===== src/rtl/h_uart_rx.sv =====
// h_uart_rx -- serial receive end of the UART link.
//
// Deserialises 8N1 frames (5..8 data bits, LSB first) from an asynchronous
// idle-high rx line into parallel words. Each word is presented on a
// valid/ready port together with its framing/parity flags. An overrun flag
// reports words dropped because the held word was not consumed in time.
//
// Optional feature: define HUART_RX_PARITY_EN to add a parity bit after the
// data bits (even when PARITY_ODD=0, odd when PARITY_ODD=1). Without the
// macro there is no parity bit and o_parity_err is tied low.
//
// Ports:
//   i_clk        system clock, rising edge
//   i_rst_n      asynchronous active-low reset
//   i_rx         serial line, idle high, asynchronous to i_clk
//   o_data_out   received word, bit 0 = first data bit on the line
//   o_out_valid  o_data_out and the error flags hold a word
//   i_out_ready  consumer accepts the word when valid && ready
//   o_frame_err  stop bit of the held word sampled low
//   o_parity_err parity mismatch on the held word
//   o_overrun    a word was dropped because the held word was not consumed
//   o_busy       receiver FSM is not idle
module h_uart_rx #(
    parameter int CLKS_PER_BIT = 868,
    parameter int DATA_BITS    = 8,
    parameter int PARITY_ODD   = 0
) (
    input  logic                 i_clk,
    input  logic                 i_rst_n,
    input  logic                 i_rx,
    output logic [DATA_BITS-1:0] o_data_out,
    output logic                 o_out_valid,
    input  logic                 i_out_ready,
    output logic                 o_frame_err,
    output logic                 o_parity_err,
    output logic                 o_overrun,
    output logic                 o_busy
);

    localparam int CNT_W = $clog2(CLKS_PER_BIT);
    localparam int IDX_W = $clog2(DATA_BITS + 1);
    localparam logic [CNT_W-1:0] CNT_HALF = CNT_W'(CLKS_PER_BIT / 2 - 1);
    localparam logic [CNT_W-1:0] CNT_FULL = CNT_W'(CLKS_PER_BIT - 1);
    localparam logic [IDX_W-1:0] IDX_LAST = IDX_W'(DATA_BITS - 1);

    typedef enum logic [2:0] {
        S_IDLE,
        S_START,
        S_DATA,
        S_PARITY,
        S_STOP
    } state_t;

`ifdef HUART_RX_PARITY_EN
    localparam state_t S_AFTER_DATA = S_PARITY;
`else
    localparam state_t S_AFTER_DATA = S_STOP;
`endif

    state_t               r_state;
    state_t               w_state_next;
    logic                 r_rx_meta;
    logic                 r_rxs;
    logic [CNT_W-1:0]     r_cnt;
    logic [IDX_W-1:0]     r_idx;
    logic [DATA_BITS-1:0] r_shift;
    logic                 r_brk;
    logic                 r_load_pend;
    logic                 r_stop_bit;
    logic [DATA_BITS-1:0] r_data_out;
    logic                 r_out_valid;
    logic                 r_frame_err;
    logic                 r_parity_err;
    logic                 r_overrun;

    logic w_cnt_half, w_cnt_full, w_idx_last;
    logic w_busy, w_smp_data, w_smp_stop, w_brk_clr;
    logic w_parity_err;

    assign w_cnt_half = (r_cnt == CNT_HALF);
    assign w_cnt_full = (r_cnt == CNT_FULL);
    assign w_idx_last = (r_idx == IDX_LAST);

    // Two-flop synchroniser; idles high so reset never looks like a start bit.
    always_ff @(posedge i_clk or negedge i_rst_n) begin
        if (!i_rst_n) begin
            r_rx_meta <= 1'b1;
            r_rxs     <= 1'b1;
        end else begin
            r_rx_meta <= i_rx;
            r_rxs     <= r_rx_meta;
        end
    end

    // FSM state register
    always_ff @(posedge i_clk or negedge i_rst_n) begin
        if (!i_rst_n) r_state <= S_IDLE;
        else          r_state <= w_state_next;
    end

    // FSM next-state logic
    always_comb begin
        w_state_next = r_state;
        case (r_state)
            // After a break (stop bit low) the line must go high before re-arming.
            S_IDLE:   if (!r_brk && !r_rxs) w_state_next = S_START;
            // A start bit that is gone by mid-bit was a glitch.
            S_START:  if (w_cnt_half) w_state_next = r_rxs ? S_IDLE : S_DATA;
            S_DATA:   if (w_cnt_full && w_idx_last) w_state_next = S_AFTER_DATA;
            S_PARITY: if (w_cnt_full) w_state_next = S_STOP;
            S_STOP:   if (w_cnt_full) w_state_next = S_IDLE;
            default:  w_state_next = S_IDLE;
        endcase
    end

    // FSM outputs / sampling strobes
    always_comb begin
        w_busy     = (r_state != S_IDLE);
        w_smp_data = (r_state == S_DATA) && w_cnt_full;
        w_smp_stop = (r_state == S_STOP) && w_cnt_full;
        w_brk_clr  = (r_state == S_IDLE) && r_brk && r_rxs;
    end

    // Bit timing, shift register and break tracking
    always_ff @(posedge i_clk or negedge i_rst_n) begin
        if (!i_rst_n) begin
            r_cnt       <= '0;
            r_idx       <= '0;
            r_shift     <= '0;
            r_brk       <= 1'b0;
            r_load_pend <= 1'b0;
            r_stop_bit  <= 1'b1;
        end else begin
            r_load_pend <= w_smp_stop;
            case (r_state)
                S_IDLE: begin
                    r_cnt <= '0;
                    r_idx <= '0;
                end
                S_START: begin
                    r_cnt <= w_cnt_half ? '0 : r_cnt + 1'b1;
                    r_idx <= '0;
                end
                default: r_cnt <= w_cnt_full ? '0 : r_cnt + 1'b1;
            endcase
            if (w_smp_data) begin
                r_shift <= {r_rxs, r_shift[DATA_BITS-1:1]};
                r_idx   <= r_idx + 1'b1;
            end
            if (w_smp_stop) begin
                r_stop_bit <= r_rxs;
                if (!r_rxs) r_brk <= 1'b1;
            end else if (w_brk_clr) begin
                r_brk <= 1'b0;
            end
        end
    end

`ifdef HUART_RX_PARITY_EN
    logic r_pbit;

    always_ff @(posedge i_clk or negedge i_rst_n) begin
        if (!i_rst_n)                                 r_pbit <= 1'b0;
        else if ((r_state == S_PARITY) && w_cnt_full) r_pbit <= r_rxs;
    end

    assign w_parity_err = ((^r_shift) ^ r_pbit) != PARITY_ODD[0];
`else
    logic w_unused_parity_odd;
    assign w_unused_parity_odd = PARITY_ODD[0];
    assign w_parity_err        = 1'b0;
`endif

    // Output word register: loads one cycle after the stop-bit sample.
    // A handshake frees the slot; a load in the same cycle refills it.
    always_ff @(posedge i_clk or negedge i_rst_n) begin
        if (!i_rst_n) begin
            r_data_out   <= '0;
            r_out_valid  <= 1'b0;
            r_frame_err  <= 1'b0;
            r_parity_err <= 1'b0;
            r_overrun    <= 1'b0;
        end else begin
            if (r_out_valid && i_out_ready) begin
                r_out_valid <= 1'b0;
                r_overrun   <= 1'b0;
            end
            if (r_load_pend) begin
                if (r_out_valid && !i_out_ready) begin
                    r_overrun <= 1'b1;
                end else begin
                    r_data_out   <= r_shift;
                    r_frame_err  <= ~r_stop_bit;
                    r_parity_err <= w_parity_err;
                    r_out_valid  <= 1'b1;
                end
            end
        end
    end

    assign o_data_out   = r_data_out;
    assign o_out_valid  = r_out_valid;
    assign o_frame_err  = r_frame_err;
    assign o_parity_err = r_parity_err;
    assign o_overrun    = r_overrun;
    assign o_busy       = w_busy;

endmodule


===== config.mk =====
export PLATFORM = sky130hd
export DESIGN_NAME = h_uart_rx
export DESIGN_NICKNAME = d
export VERILOG_FILES = /design/src/rtl/h_uart_rx.sv
export SDC_FILE = /design/constraint.sdc
export NUM_CORES = 1
export LEC_CHECK = 0
export CAP_MARGIN = 10
export CORE_ASPECT_RATIO = 0.6
export CORE_MARGIN = 4
export CORE_UTILIZATION = 55
export CTS_CLUSTER_SIZE = 12
export DETAILED_ROUTE_END_ITERATION = 8
export GPL_TIMING_DRIVEN = 0
export PLACE_DENSITY_LB_ADDON = 0.2
export SETUP_SLACK_MARGIN = 0.1
export SYNTH_ARGS = -nofsm -noshare
export SYNTH_HDL_FRONTEND = slang
export SYNTH_SLANG_ARGS = --single-unit

===== constraint.sdc =====
create_clock -name i_clk -period 2.7 [get_ports i_clk]
set_input_delay 0.54 -clock i_clk [delete_from_list [all_inputs] [get_ports i_clk]]
set_output_delay 0.54 -clock i_clk [all_outputs]
set_load 0.005 [all_outputs]

==> results.ini <==
[critical_path]
crit_required_ns = 2.87
r2r_slack_ns = 0.44
critPathArrivalTime_ns = 2.43
critPathMaxFanout = 6
regToRegEndpoint = r_state[1]
end_kind = flop
rr_worst_depth = 4
r2r-start = r_cnt[2]
startpoint_type = flop
setup.worst_path.class = flop to flop

[synthesis]
synth_fp_nets = 159
ys_top_cells_by_count = 38 x dfrtp_1, 18 x mux2_2, 15 x nor2_1
synth.avg_cell_area_um2 = 11.75
synth-seq-area-share_pct = 57.67
synth_top_cell_area_share_pct = 53.26
syn_area_um2 = 1785
synth_edf_count = 0
synthCells = 152
ys_ff_latch = 41
async_flop_share_pct = 100.0
ys_types = 34
synth_area_leaders = dfrtp_1 53%, mux2_2 11%, dfstp_2 4.4%
yosys.area.top_type = dfrtp_1
synth_warnings = 0
yosysMostFrequentCell = dfrtp_1
synth_ff_type = dfrtp_1

[power]
leakage_uw = 0.0009600
ir_drop_v = 0.0003520
seq_power_share_pct = 51.3
p_switching_uw = 216.6
p_comb_share_pct = 1.4
p_int_uw = 988.3
p_total_uw = 1205
power.density_nw_per_um2 = 569.1
swShare_pct = 17.98
p_clk_share_pct = 47.3

[global_route]
grt_pass1_wl_um = 5209
grt_max_degree = 42
first_global_vias = 1068
antenna_found_initial = 0
overflow = 0
grt_use_total_pct = 16.72

[detailed_routing]
via_count = 1168
wirelength_um = 3026
vias_per_cell = 5.382
drc_errors = 0
antenna_left = 0
wl_per_cell_um = 13.94
drtPass1Iterations = 4
first_iter_violations = 96

[placed_design]
gp_congestion = 0.8665
post_dp_cell_area_um2 = 1983
placed_cells = 209
pre_cts_slack_ns = 0.5050
port_buffers = 15
dp.final_hpwl_um = 2177

[hold_path]
hp-class = input port to async pin

[sta]
worst_slew_pin_slew_ns = 0.8713
worst_slack_ns = 0.4397
finalSetupViolCount = 0
min_period_over_period_pct = 83.71
fmax_mhz = 442.4
layout_min_cycle_time_ns = 2.260
grt_setup_unrepaired = false
slew_violations = 0
finalClockSkew_ns = 0.007771
finalSetupTns_ns = 0
relSlewSlack_pct = 41.91
hold_viol_final = 0

[finish]
diodes = 0
fin_cells = 217
fin_nets = 181
area_growth_pct = 18.57
n_fill_cell = 212
fin_area_um2 = 2117
drive_above_1_share_pct = 22.86

[clocking]
clk_pin_slew_worst_paths_ns = 0.08
cts_tree = built
clkLatencyLatePin_ns = 0.29
cts_resized = 0
clk_root_buffer_cell = clkbuf_8
cts_sinks = 41
htree_levels = 2
numCtsBuffers = 5
clk_path_buf_depth = 2
ctsHoldBuffers = 0
cts_setup_buffers = 0

[floorplan]
core_um2 = 2984
io_pins = 17
start_util_pct = 59.83
die_h_um = 52.14
fp.dieW_um = 81.56
row_count = 15
die_area_um2 = 4252

[job]
maxCapViolCount = 0

[run_status]
status = completed

sequential cells by signal (all words and copies together) (netlist names):
register,cells
r_brk,1
r_idx,4
o_frame_err,1
r_state,3
o_overrun,1
r_stop_bit,1
r_cnt,10
r_rx_meta,1
r_load_pend,1
r_rxs,1
o_out_valid,1
r_shift,8
o_data_out,8
power groups by stage:
| stage | Clock (uW) | Combinational [uW] | Sequential, uW |
|---|---|---|---|
| finish | 570 | 17.1 | 618 |
| floorplan | 0 | 2.42 | 630 |
| CTS | 584 | 18.2 | 618 |
| global placement | 0 | 18.2 | 630 |
| global route | 613 | 20.5 | 618 |
| detailed placement | 0 | 18.0 | 630 |
worst max path at each step:
stage,startpoint,endpoint,slack [ns],cells after the start
final,r_cnt[2],r_state[1],0.44,4
after global routing,r_cnt[2],r_state[1],0.30,4
after CTS,r_cnt[2],r_shift[6],0.49,5
after detailed placement,r_cnt[2],r_shift[6],0.50,5
after global placement,i_rst_n,r_cnt[9],0.19,1
after floorplan,r_cnt[2],r_shift[4],0.61,5
placed cells by master, fill, tap and decap left out, types with 4 or more instances in the layout:
cell type,n
a21oi_1,4
clkbuf_8,5
clkdlybuf4s50_1,14
dfrtp_1,38
inv_1,4
mux2_2,18
nand2_1,13
nand3_1,10
nor2_1,15
nor3_1,4
o21ai_0,5
xnor2_1,6
cells by family (layout without fill, tap and decap cells):
kind of cell	count (synthesis)	count (layout)	synth area share, %
buffers and inverters	8	31	2.733
AND/OR/NAND/NOR	58	58	16.75
other	1	1	0.2100
flip-flops	41	41	57.67
adder cells (fa/ha/maj)	3	3	2.103
multiplexers	18	18	11.35
AO/OA/AOI/OAI	15	15	5.256
XOR/XNOR	8	8	3.924
critical path, cell delays in order (launching register included):
cell and delay [ns]:
dfrtp_1 0.46, or4b_4 0.55, nor3_1 0.54, o21ai_0 0.28, a32o_1 0.32
routing by layer:
metal / vias up / track usage (%) / routed length (um)
met5: - / 0 / 0
met4: 0 / 5.056 / 24
met3: 2 / 5.882 / 260
met2: 42 / 22.30 / 1220
met1: 559 / 25.14 / 1520
li1: 565 / - / -
area by class of cell:
cell class	instances	area [um2]	share of cell area (%)
clock buffers	5	68.82	3.251
repair buffers	15	145.1	6.856
inverters	4	15.01	0.7092
clock inverters	3	65.06	3.073
multi-input cells	103	706.9	33.39
well taps	42	52.55	2.482
plain buffers	4	33.78	1.596
flip-flops and latches	41	1030	48.64
stage by stage:
step / hold WS [ns] / util, %
2_1_floorplan: 0.2444 / -
3_3_place_gp: 0.3475 / 66.62
3_5_place_dp: 0.3482 / 66.46
4_1_cts: 0.3589 / 70.94
5_1_grt: 0.3611 / 70.94
6_report: 0.3596 / 70.94
Note: power is estimated with default switching activity, not from simulation.
